$ cat src/rtl/alu_seq_pkg.sv
// alu_seq_pkg: shared constants and types for the sequential ALU.
// Optional divider datapath is enabled with the ALU_SEQ_DIV_EN macro.
package alu_seq_pkg;

  localparam int unsigned FN_W = 11;

  // Bit positions inside the one-hot function select
  localparam int unsigned FN_PASSY = 0;
  localparam int unsigned FN_ADD   = 1;
  localparam int unsigned FN_SUB   = 2;
  localparam int unsigned FN_MUL   = 3;
  localparam int unsigned FN_DIV   = 4;
  localparam int unsigned FN_AND   = 5;
  localparam int unsigned FN_OR    = 6;
  localparam int unsigned FN_NOTY  = 7;
  localparam int unsigned FN_SHL   = 8;
  localparam int unsigned FN_SHR   = 9;
  localparam int unsigned FN_NOTX  = 10;

  typedef enum logic [1:0] {
    IDLE = 2'd0,
    RUN  = 2'd1,
    DONE = 2'd2
  } state_e;

endpackage

$ cat src/rtl/alu_seq_iter.sv
// alu_seq_iter: shared WIDTH-step shift register for shift-add multiply and
// restoring divide. Divide path only exists when ALU_SEQ_DIV_EN is defined.
module alu_seq_iter
  import alu_seq_pkg::*;
#(
  parameter int unsigned WIDTH = 16
) (
  input  logic             clk,
  input  logic             rst,
  input  logic             load,
  input  logic             step,
  input  logic             op_div,
  input  logic [WIDTH-1:0] a,
  input  logic [WIDTH-1:0] b,
  output logic             last_c,
  output logic [WIDTH-1:0] res_c,
  output logic             hi_nz_c
);

  localparam int unsigned CNT_W = (WIDTH > 1) ? $clog2(WIDTH) : 1;

  logic [WIDTH-1:0] hi_q, lo_q, b_q;
  logic [CNT_W-1:0] cnt_q;
  logic [WIDTH:0]   mul_sum;
  logic [WIDTH-1:0] hi_n, lo_n;

`ifdef ALU_SEQ_DIV_EN
  logic             div_q;
  logic [WIDTH:0]   rem_sh, rem_dif;

  // One step of either algorithm; hi holds partial product or remainder
  always_comb begin
    mul_sum = {1'b0, hi_q} + (lo_q[0] ? {1'b0, b_q} : '0);
    rem_sh  = {hi_q, lo_q[WIDTH-1]};
    rem_dif = rem_sh - {1'b0, b_q};
    if (div_q) begin
      if (rem_dif[WIDTH]) begin
        hi_n = rem_sh[WIDTH-1:0];
        lo_n = {lo_q[WIDTH-2:0], 1'b0};
      end else begin
        hi_n = rem_dif[WIDTH-1:0];
        lo_n = {lo_q[WIDTH-2:0], 1'b1};
      end
    end else begin
      hi_n = mul_sum[WIDTH:1];
      lo_n = {mul_sum[0], lo_q[WIDTH-1:1]};
    end
  end
`else
  logic unused_op_div;
  assign unused_op_div = op_div;

  // One shift-add multiply step; hi holds the upper partial product
  always_comb begin
    mul_sum = {1'b0, hi_q} + (lo_q[0] ? {1'b0, b_q} : '0);
    hi_n    = mul_sum[WIDTH:1];
    lo_n    = {mul_sum[0], lo_q[WIDTH-1:1]};
  end
`endif

  assign last_c  = (cnt_q == CNT_W'(WIDTH - 1));
  assign res_c   = lo_n;
  assign hi_nz_c = |hi_n;

  // Load operands on accept, then advance one bit per RUN cycle
  always_ff @(posedge clk or posedge rst) begin
    if (rst) begin
      hi_q  <= '0;
      lo_q  <= '0;
      b_q   <= '0;
      cnt_q <= '0;
`ifdef ALU_SEQ_DIV_EN
      div_q <= 1'b0;
`endif
    end else if (load) begin
      hi_q  <= '0;
      lo_q  <= a;
      b_q   <= b;
      cnt_q <= '0;
`ifdef ALU_SEQ_DIV_EN
      div_q <= op_div;
`endif
    end else if (step) begin
      hi_q  <= hi_n;
      lo_q  <= lo_n;
      cnt_q <= cnt_q + CNT_W'(1);
    end
  end

endmodule

$ cat src/rtl/alu_seq.sv
// alu_seq: sequential accumulator ALU with start/done handshake, iterative
// multiply/divide and registered flags. Divider enabled by ALU_SEQ_DIV_EN.
module alu_seq
  import alu_seq_pkg::*;
#(
  parameter int unsigned WIDTH = 16
) (
  input  logic             clk,
  input  logic             rst,
  input  logic             start,
  input  logic [FN_W-1:0]  fn,
  input  logic             c7,
  input  logic             c14,
  input  logic [WIDTH-1:0] acc_in,
  input  logic [WIDTH-1:0] x_in,
  output logic             busy,
  output logic             done,
  output logic [WIDTH-1:0] result,
  output logic             flag_z,
  output logic             flag_n,
  output logic             flag_c,
  output logic             flag_e
);

  state_e           state_q, state_d;
  logic [WIDTH-1:0] x_c, y_c;
  logic             fn_ok_c, iter_op_c;
  logic [WIDTH:0]   add_c, sub_c;
  logic [WIDTH-1:0] sc_res;
  logic             sc_cy, sc_err;
  logic             iter_load, upd;
  logic [WIDTH-1:0] res_d;
  logic             cy_d, err_d;
  logic             it_last_c, it_hi_nz_c;
  logic [WIDTH-1:0] it_res_c;
  logic             it_div;

`ifdef ALU_SEQ_DIV_EN
  logic             div_q, yzero_q;
  assign it_div = div_q;
`else
  assign it_div = 1'b0;
`endif

  // Operand zeroing and single-cycle function evaluation
  always_comb begin
    x_c     = c7  ? '0 : acc_in;
    y_c     = c14 ? '0 : x_in;
    fn_ok_c = $onehot(fn);
`ifdef ALU_SEQ_DIV_EN
    iter_op_c = fn_ok_c && (fn[FN_MUL] || fn[FN_DIV]);
`else
    iter_op_c = fn_ok_c && fn[FN_MUL];
`endif
    add_c  = {1'b0, x_c} + {1'b0, y_c};
    sub_c  = {1'b0, x_c} - {1'b0, y_c};
    sc_res = '0;
    sc_cy  = 1'b0;
    sc_err = 1'b0;
    if (!fn_ok_c) begin
      sc_err = 1'b1;
    end else if (fn[FN_PASSY]) begin
      sc_res = y_c;
    end else if (fn[FN_ADD]) begin
      sc_res = add_c[WIDTH-1:0];
      sc_cy  = add_c[WIDTH];
    end else if (fn[FN_SUB]) begin
      sc_res = sub_c[WIDTH-1:0];
      sc_cy  = sub_c[WIDTH];
    end else if (fn[FN_AND]) begin
      sc_res = x_c & y_c;
    end else if (fn[FN_OR]) begin
      sc_res = x_c | y_c;
    end else if (fn[FN_NOTY]) begin
      sc_res = ~y_c;
    end else if (fn[FN_SHL]) begin
      sc_res = {x_c[WIDTH-2:0], 1'b0};
      sc_cy  = x_c[WIDTH-1];
    end else if (fn[FN_SHR]) begin
      sc_res = {1'b0, x_c[WIDTH-1:1]};
      sc_cy  = x_c[0];
    end else if (fn[FN_NOTX]) begin
      sc_res = ~x_c;
    end else begin
      // divide without a divider lands here and reports an error
      sc_err = 1'b1;
    end
  end

  // Next-state and result/flag update selection
  always_comb begin
    state_d   = state_q;
    iter_load = 1'b0;
    upd       = 1'b0;
    res_d     = sc_res;
    cy_d      = sc_cy;
    err_d     = sc_err;
    case (state_q)
      IDLE, DONE: begin
        state_d = IDLE;
        if (start) begin
          if (iter_op_c) begin
            state_d   = RUN;
            iter_load = 1'b1;
          end else begin
            state_d = DONE;
            upd     = 1'b1;
          end
        end
      end
      RUN: begin
        if (it_last_c) begin
          state_d = DONE;
          upd     = 1'b1;
          res_d   = it_res_c;
`ifdef ALU_SEQ_DIV_EN
          cy_d    = div_q ? 1'b0 : it_hi_nz_c;
          err_d   = div_q & yzero_q;
`else
          cy_d    = it_hi_nz_c;
          err_d   = 1'b0;
`endif
        end
      end
      default: state_d = IDLE;
    endcase
  end

  // State, handshake and registered result/flags
  always_ff @(posedge clk or posedge rst) begin
    if (rst) begin
      state_q <= IDLE;
      busy    <= 1'b0;
      done    <= 1'b0;
      result  <= '0;
      flag_z  <= 1'b0;
      flag_n  <= 1'b0;
      flag_c  <= 1'b0;
      flag_e  <= 1'b0;
    end else begin
      state_q <= state_d;
      busy    <= (state_d == RUN);
      done    <= (state_d == DONE);
      if (upd) begin
        result <= res_d;
        flag_z <= (res_d == '0);
        flag_n <= res_d[WIDTH-1];
        flag_c <= cy_d;
        flag_e <= err_d;
      end
    end
  end

`ifdef ALU_SEQ_DIV_EN
  // Remember op kind and divide-by-zero for the end of the iteration
  always_ff @(posedge clk or posedge rst) begin
    if (rst) begin
      div_q   <= 1'b0;
      yzero_q <= 1'b0;
    end else if (iter_load) begin
      div_q   <= fn[FN_DIV];
      yzero_q <= (y_c == '0);
    end
  end
`endif

  alu_seq_iter #(.WIDTH(WIDTH)) u_iter (
    .clk     (clk),
    .rst     (rst),
    .load    (iter_load),
    .step    (state_q == RUN),
    .op_div  (it_div),
    .a       (x_c),
    .b       (y_c),
    .last_c  (it_last_c),
    .res_c   (it_res_c),
    .hi_nz_c (it_hi_nz_c)
  );

endmodule

$ cat config.mk
export PLATFORM = sky130hd
export DESIGN_NAME = alu_seq
export DESIGN_NICKNAME = d
export VERILOG_FILES = /design/src/rtl/alu_seq_pkg.sv /design/src/rtl/alu_seq_iter.sv /design/src/rtl/alu_seq.sv
export SDC_FILE = /design/constraint.sdc
export NUM_CORES = 1
export LEC_CHECK = 0
export BUFFER_PORTS_ARGS = -buffer_cell sky130_fd_sc_hd__buf_2
export CAP_MARGIN = 20
export CORE_MARGIN = 2
export CORE_UTILIZATION = 50
export DETAILED_ROUTE_END_ITERATION = 10
export GPL_TIMING_DRIVEN = 0
export PLACE_DENSITY = 0.67
export SYNTH_ARGS = -nofsm -noshare
export SYNTH_HDL_FRONTEND = slang
export SYNTH_SLANG_ARGS = --single-unit
$ cat constraint.sdc
create_clock -name clk -period 3.95 [get_ports clk]
set_input_delay 0.1975 -clock clk [delete_from_list [all_inputs] [get_ports clk]]
set_output_delay 0.1975 -clock clk [all_outputs]
set_load 0.03 [all_outputs]
==> impl_metrics.yaml, run 1 <==
logic_synthesis:
  yosys.area_share.adder: 0.09680
  most_instantiated_cells_after_synthesis: "sky130_fd_sc_hd__nand2_1, sky130_fd_sc_hd__nor2_1, sky130_fd_sc_hd__dfrtp_1"
  yosys.area_share.xor_xnor: 0.03817
  synth_register_bits: 75
  yosysMostFrequentCell: "sky130_fd_sc_hd__nand2_1"
  ys_async_sr_fraction: 1.000
  post_synthesis_cell_type_with_the_largest_combined_area: "sky130_fd_sc_hd__dfrtp_1"
  top_flip_flop_cell_by_instance_count_after_synthesis: "sky130_fd_sc_hd__dfrtp_1"
  synth.net_count: 1025
  synthesis.area_per_instance_um2: 7.937
  synth_sequential_area_ratio: 0.2556
  synth_cells: 925
  synth-simple-area-share: 0.2440
  yosys-mux-area-fraction: 0.006817
  mappedNetlistArea_um2: 7342
  synth.top_cells.by_area: "sky130_fd_sc_hd__dfrtp_1, sky130_fd_sc_hd__ha_1, sky130_fd_sc_hd__nand2_1, sky130_fd_sc_hd__nor2_1, sky130_fd_sc_hd__o21ai_0"
  post_synth_num_cell_types: 86
  synthesis.yosys.warnings: 0
  largest_family_of_logic_cells_by_synthesized_area: "compound AO/OA/AOI/OAI gates"
  synth_compound_area_frac: 0.3010
  synth_top_area_share: 0.2556
  synth_enable_flop_cells: 0
grt:
  grt_max_degree: 56
  first_global_vias: 7526
  number_of_antenna_violations_at_the_first_check_in_global_routing: 1
  total_global_routing_overflow: 0
  grt_pass1_wl_um: 41700
  global_route.usage.total: 0.3361
clock_network:
  cts-root-to-sink-buffers: 2
  clock_tree_from_tritoncts: "yes"
  cts.reportedPaths.clkPinSlew_ns: 0.06
  cts_htree_levels: 3
  clock_sink_count: 75
  num_cts_buffers: 9
  ctsRootBufferMaster: "sky130_fd_sc_hd__clkbuf_16"
  worst_skew_pair.late_latency_ns: 0.33
sta:
  timing.fmax_mhz: 229.1
  number_of_failing_setup_endpoints_in_the_final_timing_report: 73
  worst_pin_slew_ns: 1.035
  post-route-min-period_ns: 4.365
  finalMaxSlewViolations: 0
  hold_violations: 0
  layout_setup_ws_ns: -0.4154
  rsz0062_at_grt: "true"
  skew_ns: 0.008552
  timing.slew.headroom: 0.3072
  finalCritPeriodShare: 1.105
critical_path:
  worstPathBufferInverterCount: 4
  setup.reg_to_reg.worst_slack_ns: 0.11
  crit_path_end_kind: "register"
  cp.required_ns: 4.17
  critical_path.slowest_cell: "sky130_fd_sc_hd__fa_1"
  max_stage_delay_ns: 0.49
  timing.critical_path.from_type: "primary input"
  worst_path_most_repeated_cell: "sky130_fd_sc_hd__fa_1"
  worstPathArrival_ns: 4.59
  path_cells: "buf_4, fa_1, fa_1, inv_1, fa_1, fa_2, fa_2, or2_4, o31ai_4, buf_6, nand2_4, nor2_4, buf_8, o2111a_1, o211ai_1, o211ai_1, nor4_1, and4b_1, a32o_1"
  worst-path-max-fanout: 6
  timing_worst_setup_path_type: "primary input to register"
  cpLargestDelayFamily: "adder cells"
floorplanning:
  initial_utilization: 0.5090
  boundaryPins: 70
  floorplan.die.height_um: 125.2
  die_w_um: 125.2
  dieArea_um2: 15670
  rows: 44
  fp.coreArea_um2: 14420
power_and_ir_drop:
  worst_ir_drop_vdd_v: 0.0002493
  p_per_area_nw_per_um2: 465.5
  power.static_leakage_nw: 4.014
  design_power_total_mw: 4.223
route:
  post_drt_antenna_nets: 0
  firstDrtPassIters: 6
  wl_per_cell_um: 21.83
  wl_um: 26670
  dr_total_vias: 7847
  avgViaCountPerCell: 6.421
  post-route-drc-count: 0
  initialDrtViolationCount: 914
layout:
  fillerInstances: 1302
  flow.area_growth_from_synthesis_pct: 23.57
  layout.area.seq_um2: 1877
  num-nets-final: 1134
  insertedDiodeCount: 0
  multi_input_gate_area_um2: 5376
  layout-drive-gt1-share: 0.2081
status:
  violations: "negative setup slack"
  outcome: "finished, violations left"
min_path:
  timing.hold.worst.class: "primary input to register"
place:
  detailed_placement_hpwl_um: 20330
  dp_worst_setup_slack_ns: -1.324
  routabilityCongestion: 1.052
  io_buffer_count: 68
job:
  max_cap_violations: 0
[repair_timing]
action	CTS	global route
buffers inserted	21	7
pin swaps	25	11
endpoints found under the hold margin	20	0
gates cloned	2	0
endpoints found under the setup margin	73	74
hold buffers	1	0
resized for setup	97	31
[sequential cells by signal (all words and copies together) (netlist names)]
register      count
result           16
state_q           2
flag_e            1
done              1
flag_c            1
u_iter.hi_q      16
u_iter.lo_q      16
busy              1
flag_z            1
u_iter.cnt_q      4
u_iter.b_q       16
[worst register-to-register path, stage by stage (launching register included)]
cell and delay [ns]:
sky130_fd_sc_hd__dfrtp_1 0.37, sky130_fd_sc_hd__nand2b_1 0.13, sky130_fd_sc_hd__clkbuf_1 0.22, sky130_fd_sc_hd__nor2_1 0.85
sky130_fd_sc_hd__clkbuf_1 0.56, sky130_fd_sc_hd__clkbuf_1 0.57, sky130_fd_sc_hd__a22o_1 0.26, sky130_fd_sc_hd__o21ai_0 0.25
sky130_fd_sc_hd__and4b_1 0.31, sky130_fd_sc_hd__a32o_1 0.21
[final cells by class]
type,count,share of cell area
buffer,51,0.03724
clock buffer,10,0.02524
clock inverter,5,0.01131
inverter,55,0.02441
multi-input combinational,744,0.5926
sequential,75,0.2069
tap,184,0.02538
timing repair buffer,98,0.07695
[path summary, 6_finish.rpt]
| check | from | endpoint | cells after the start |
|---|---|---|---|
| max in group asynchronous | rst | state_q[1] | 4 |
| hold / removal | fn[3] | u_iter.cnt_q[3] | 2 |
| setup reg to reg | state_q[1] | flag_z | 9 |
| min in group asynchronous | rst | u_iter.cnt_q[1] | 3 |
| setup / recovery | fn[7] | flag_z | 19 |
| hold reg to reg | u_iter.b_q[14] | u_iter.b_q[14] | 2 |
[per-stage QoR]
step,std cells,instance area (um^2),hold WS [ns],TNS [ns],util
6_report,1222,9072,0.08548,-13.44,0.6290
5_1_grt,1222,9072,0.08773,-22.89,0.6290
3_3_place_gp,1177,7960,0.4551,-47.22,0.5519
4_1_cts,1217,8932,0.07790,-10.60,0.6193
2_1_floorplan,925,7390,0.2954,-1.517,-
3_5_place_dp,1178,7990,0.1759,-49.31,0.5540
[kinds of logic after synthesis]
| logic type | count (synthesis) |
|---|---|
| xor gates and xnor gates | 32 |
| AOI/OAI and AO/OA | 305 |
| and+or+nand+nor | 350 |
| DFF | 75 |
| buffers and inverters | 106 |
| muxes | 5 |
| adders and majority gates | 52 |
[cells in the final DEF, fill, tap and decap left out, types with 29 or more instances in the layout]
cell	netlist	final
sky130_fd_sc_hd__dfrtp_1	75	75
sky130_fd_sc_hd__a21oi_1	61	54
sky130_fd_sc_hd__nand2_1	98	87
sky130_fd_sc_hd__ha_1	44	44
sky130_fd_sc_hd__buf_2	5	67
sky130_fd_sc_hd__nor2_1	87	79
sky130_fd_sc_hd__clkbuf_1	39	29
sky130_fd_sc_hd__o21ai_0	64	57
sky130_fd_sc_hd__inv_1	52	50
sky130_fd_sc_hd__nand3_1	34	32
[report_power, final]
group	total, mW	leakage [nW]	internal, mW	switching [mW]
combinational	2.06	2.87	0.873	1.19
sequential	1.24	0.988	1.03	0.210
clock	0.919	0.159	0.612	0.306
total	4.22	4.01	2.52	1.71
[metal layers]
layer | global-route usage | share of wire
met5 | 0 | 0.00030
met3 | 0.03851 | 0.079
met2 | 0.5585 | 0.46
met4 | 0.1248 | 0.043
met1 | 0.4529 | 0.42
(Power assumes the default switching activity.)
==> run 2, diff against run 1 <==
PLACE_DENSITY = 0.7   (was 0.67)
SETUP_SLACK_MARGIN = 0.05   (was default)
clock period = 4 ns   (was 3.95 ns; I/O delays follow)
==> run 2 against run 1 <==
  * The flow still finishes with violations (negative setup slack)
  * Count of clock-buffer cells in the layout rose by 5
  * Flip-flop and latch count did not move
  * Core utilization fell by 1.7 points
  * Critical endpoint unchanged
  * Largest cell class unchanged
  * Highest routed layer is now met4
==> impl_metrics.yaml, run 2 (synthesis gave the netlist of run 1 again) <==
floorplanning:
  dieArea_um2: 15670
  rows: 44
  boundaryPins: 70
  die_w_um: 125.2
  fp.coreArea_um2: 14420
  floorplan.die.height_um: 125.2
  initial_utilization: 0.5090
status:
  outcome: "finished, violations left"
  violations: "negative setup slack"
power_and_ir_drop:
  p_per_area_nw_per_um2: 446.8
  design_power_total_mw: 3.945
  power.static_leakage_nw: 3.885
  worst_ir_drop_vdd_v: 0.0002532
sta:
  timing.slew.headroom: 0.2455
  skew_ns: 0.004092
  timing.fmax_mhz: 229.0
  number_of_failing_setup_endpoints_in_the_final_timing_report: 22
  finalCritPeriodShare: 1.092
  post-route-min-period_ns: 4.367
  worst_pin_slew_ns: 1.103
  hold_violations: 0
  finalMaxSlewViolations: 0
  rsz0062_at_grt: "true"
  layout_setup_ws_ns: -0.3670
critical_path:
  critical_path.endpoint: "flag_z"
  ff2ff_path_depth: 10
  critical_path_origin: "fn[8]"
  crit_path_end_kind: "register"
  r2r_start: "state_q[1]"
  timing_worst_setup_path_type: "primary input to register"
  timing.critical_path.from_type: "primary input"
  cp.required_ns: 4.23
  worstPathArrival_ns: 4.59
  worst-path-max-fanout: 10
  worst_r2r_endpoint: "flag_z"
  setup.reg_to_reg.worst_slack_ns: 0.29
route:
  wl_um: 26890
  firstDrtPassIters: 6
  dr_total_vias: 8001
  avgViaCountPerCell: 6.585
  wl_per_cell_um: 22.13
  post-route-drc-count: 0
  post_drt_antenna_nets: 0
  initialDrtViolationCount: 875
place:
  dp_worst_setup_slack_ns: -1.240
  detailed_placement_hpwl_um: 20420
  detailed_place.area_um2: 7990
  placedCellCount: 1178
  routabilityCongestion: 1.028
  io_buffer_count: 68
clock_network:
  cts_htree_levels: 3
  ctsRootBufferMaster: "sky130_fd_sc_hd__clkbuf_16"
  clock_tree_from_tritoncts: "yes"
  worst_skew_pair.late_latency_ns: 0.34
  clock_sink_count: 75
  cts.reportedPaths.clkPinSlew_ns: 0.06
  cts-root-to-sink-buffers: 2
  num_cts_buffers: 9
layout:
  num-nets-final: 1125
  multi_input_gate_area_um2: 5260
  layout.cells.most_common_list: "sky130_fd_sc_hd__nand2_1, sky130_fd_sc_hd__nor2_1, sky130_fd_sc_hd__dfrtp_1, sky130_fd_sc_hd__buf_2, sky130_fd_sc_hd__o21ai_0"
  design_area_um2: 8830
  layout.area.seq_um2: 1877
  fillerInstances: 1317
  final_common_cell: "sky130_fd_sc_hd__nand2_1"
  post_layout_nonfiller_instances: 1215
  layout-drive-gt1-share: 0.1786
  flow.area_growth_from_synthesis_pct: 20.26
grt:
  grt_pass1_wl_um: 42460
  grt_max_degree: 50
  global_route.usage.total: 0.3396
  total_global_routing_overflow: 0
  number_of_antenna_violations_at_the_first_check_in_global_routing: 0
  first_global_vias: 7654
min_path:
  timing.hold.worst.class: "primary input to register"
job:
  max_cap_violations: 0
==> run 2: how the worst min path moves through the flow <==
stage,depth (start not counted),end,slack (ns),start
after floorplan,1,u_iter.cnt_q[3],0.30,fn[3]
after global placement,2,result[9],0.45,result[9]
after detailed placement,2,u_iter.b_q[12],0.21,rst
after CTS,2,u_iter.cnt_q[3],0.09,fn[3]
after global routing,2,u_iter.cnt_q[3],0.10,fn[3]
final,2,u_iter.cnt_q[3],0.09,fn[3]
==> run 2: worst max-delay path, stage by stage <==
cell and delay [ns]:
sky130_fd_sc_hd__clkbuf_1 0.41, sky130_fd_sc_hd__clkbuf_1 0.44, sky130_fd_sc_hd__inv_1 0.23, sky130_fd_sc_hd__fa_1 0.52
sky130_fd_sc_hd__fa_2 0.38, sky130_fd_sc_hd__fa_2 0.37, sky130_fd_sc_hd__or2_4 0.24, sky130_fd_sc_hd__o31ai_4 0.24
sky130_fd_sc_hd__nand3_4 0.17, sky130_fd_sc_hd__a221o_1 0.31, sky130_fd_sc_hd__buf_4 0.14, sky130_fd_sc_hd__a2111o_1 0.34
sky130_fd_sc_hd__o311ai_4 0.11, sky130_fd_sc_hd__nor4_1 0.09, sky130_fd_sc_hd__and4b_1 0.20, sky130_fd_sc_hd__a32o_1 0.21
==> run 2: power by group <==
| part | internal, mW | total, mW | switching [mW] | leakage (nW) |
|---|---|---|---|---|
| sequential | 1.02 | 1.21 | 0.195 | 0.988 |
| combinational | 0.803 | 1.94 | 1.14 | 2.75 |
| clock | 0.487 | 0.790 | 0.302 | 0.146 |
| total | 2.31 | 3.95 | 1.64 | 3.89 |
==> run 2: repair_timing <==
action,CTS,global route
pin swaps,20,6
hold buffers,1,0
endpoints found under the setup margin,67,67
gates resized for setup,65,21
hold endpoints to repair,26,0
gates cloned,3,0
setup buffers,14,2
==> run 2: stage by stage <==
stage / util / hold slack [ns] / setup TNS (ns)
2_1_floorplan: - / 0.2979 / -0.9611
3_3_place_gp: 0.5519 / 0.4493 / -41.43
3_5_place_dp: 0.5540 / 0.2052 / -41.49
4_1_cts: 0.6055 / 0.08784 / -1.179
5_1_grt: 0.6120 / 0.1023 / -6.180
6_report: 0.6122 / 0.09219 / -0.8083
==> run 2: routing by layer <==
layer / track usage / vias to the layer above / routed length, um
met4: 0.1686 / 0 / 1548
li1: - / 3638 / -
met1: 0.4597 / 3766 / 11160
met3: 0.04407 / 123 / 2248
met2: 0.5368 / 474 / 11930
met5: 0 / - / 0
==> run 2: area by class of cell <==
| type | instances | share of cell area |
|---|---|---|
| clock inverters | 1 | 0.0005668 |
| flip-flops and latches | 75 | 0.2126 |
| plain buffers | 51 | 0.03727 |
| clock buffers | 15 | 0.03259 |
| inverters | 55 | 0.02508 |
| well taps | 184 | 0.02607 |
| repair buffers | 89 | 0.06986 |
| diodes | 1 | 0.0002834 |
| multi-input cells | 744 | 0.5957 |
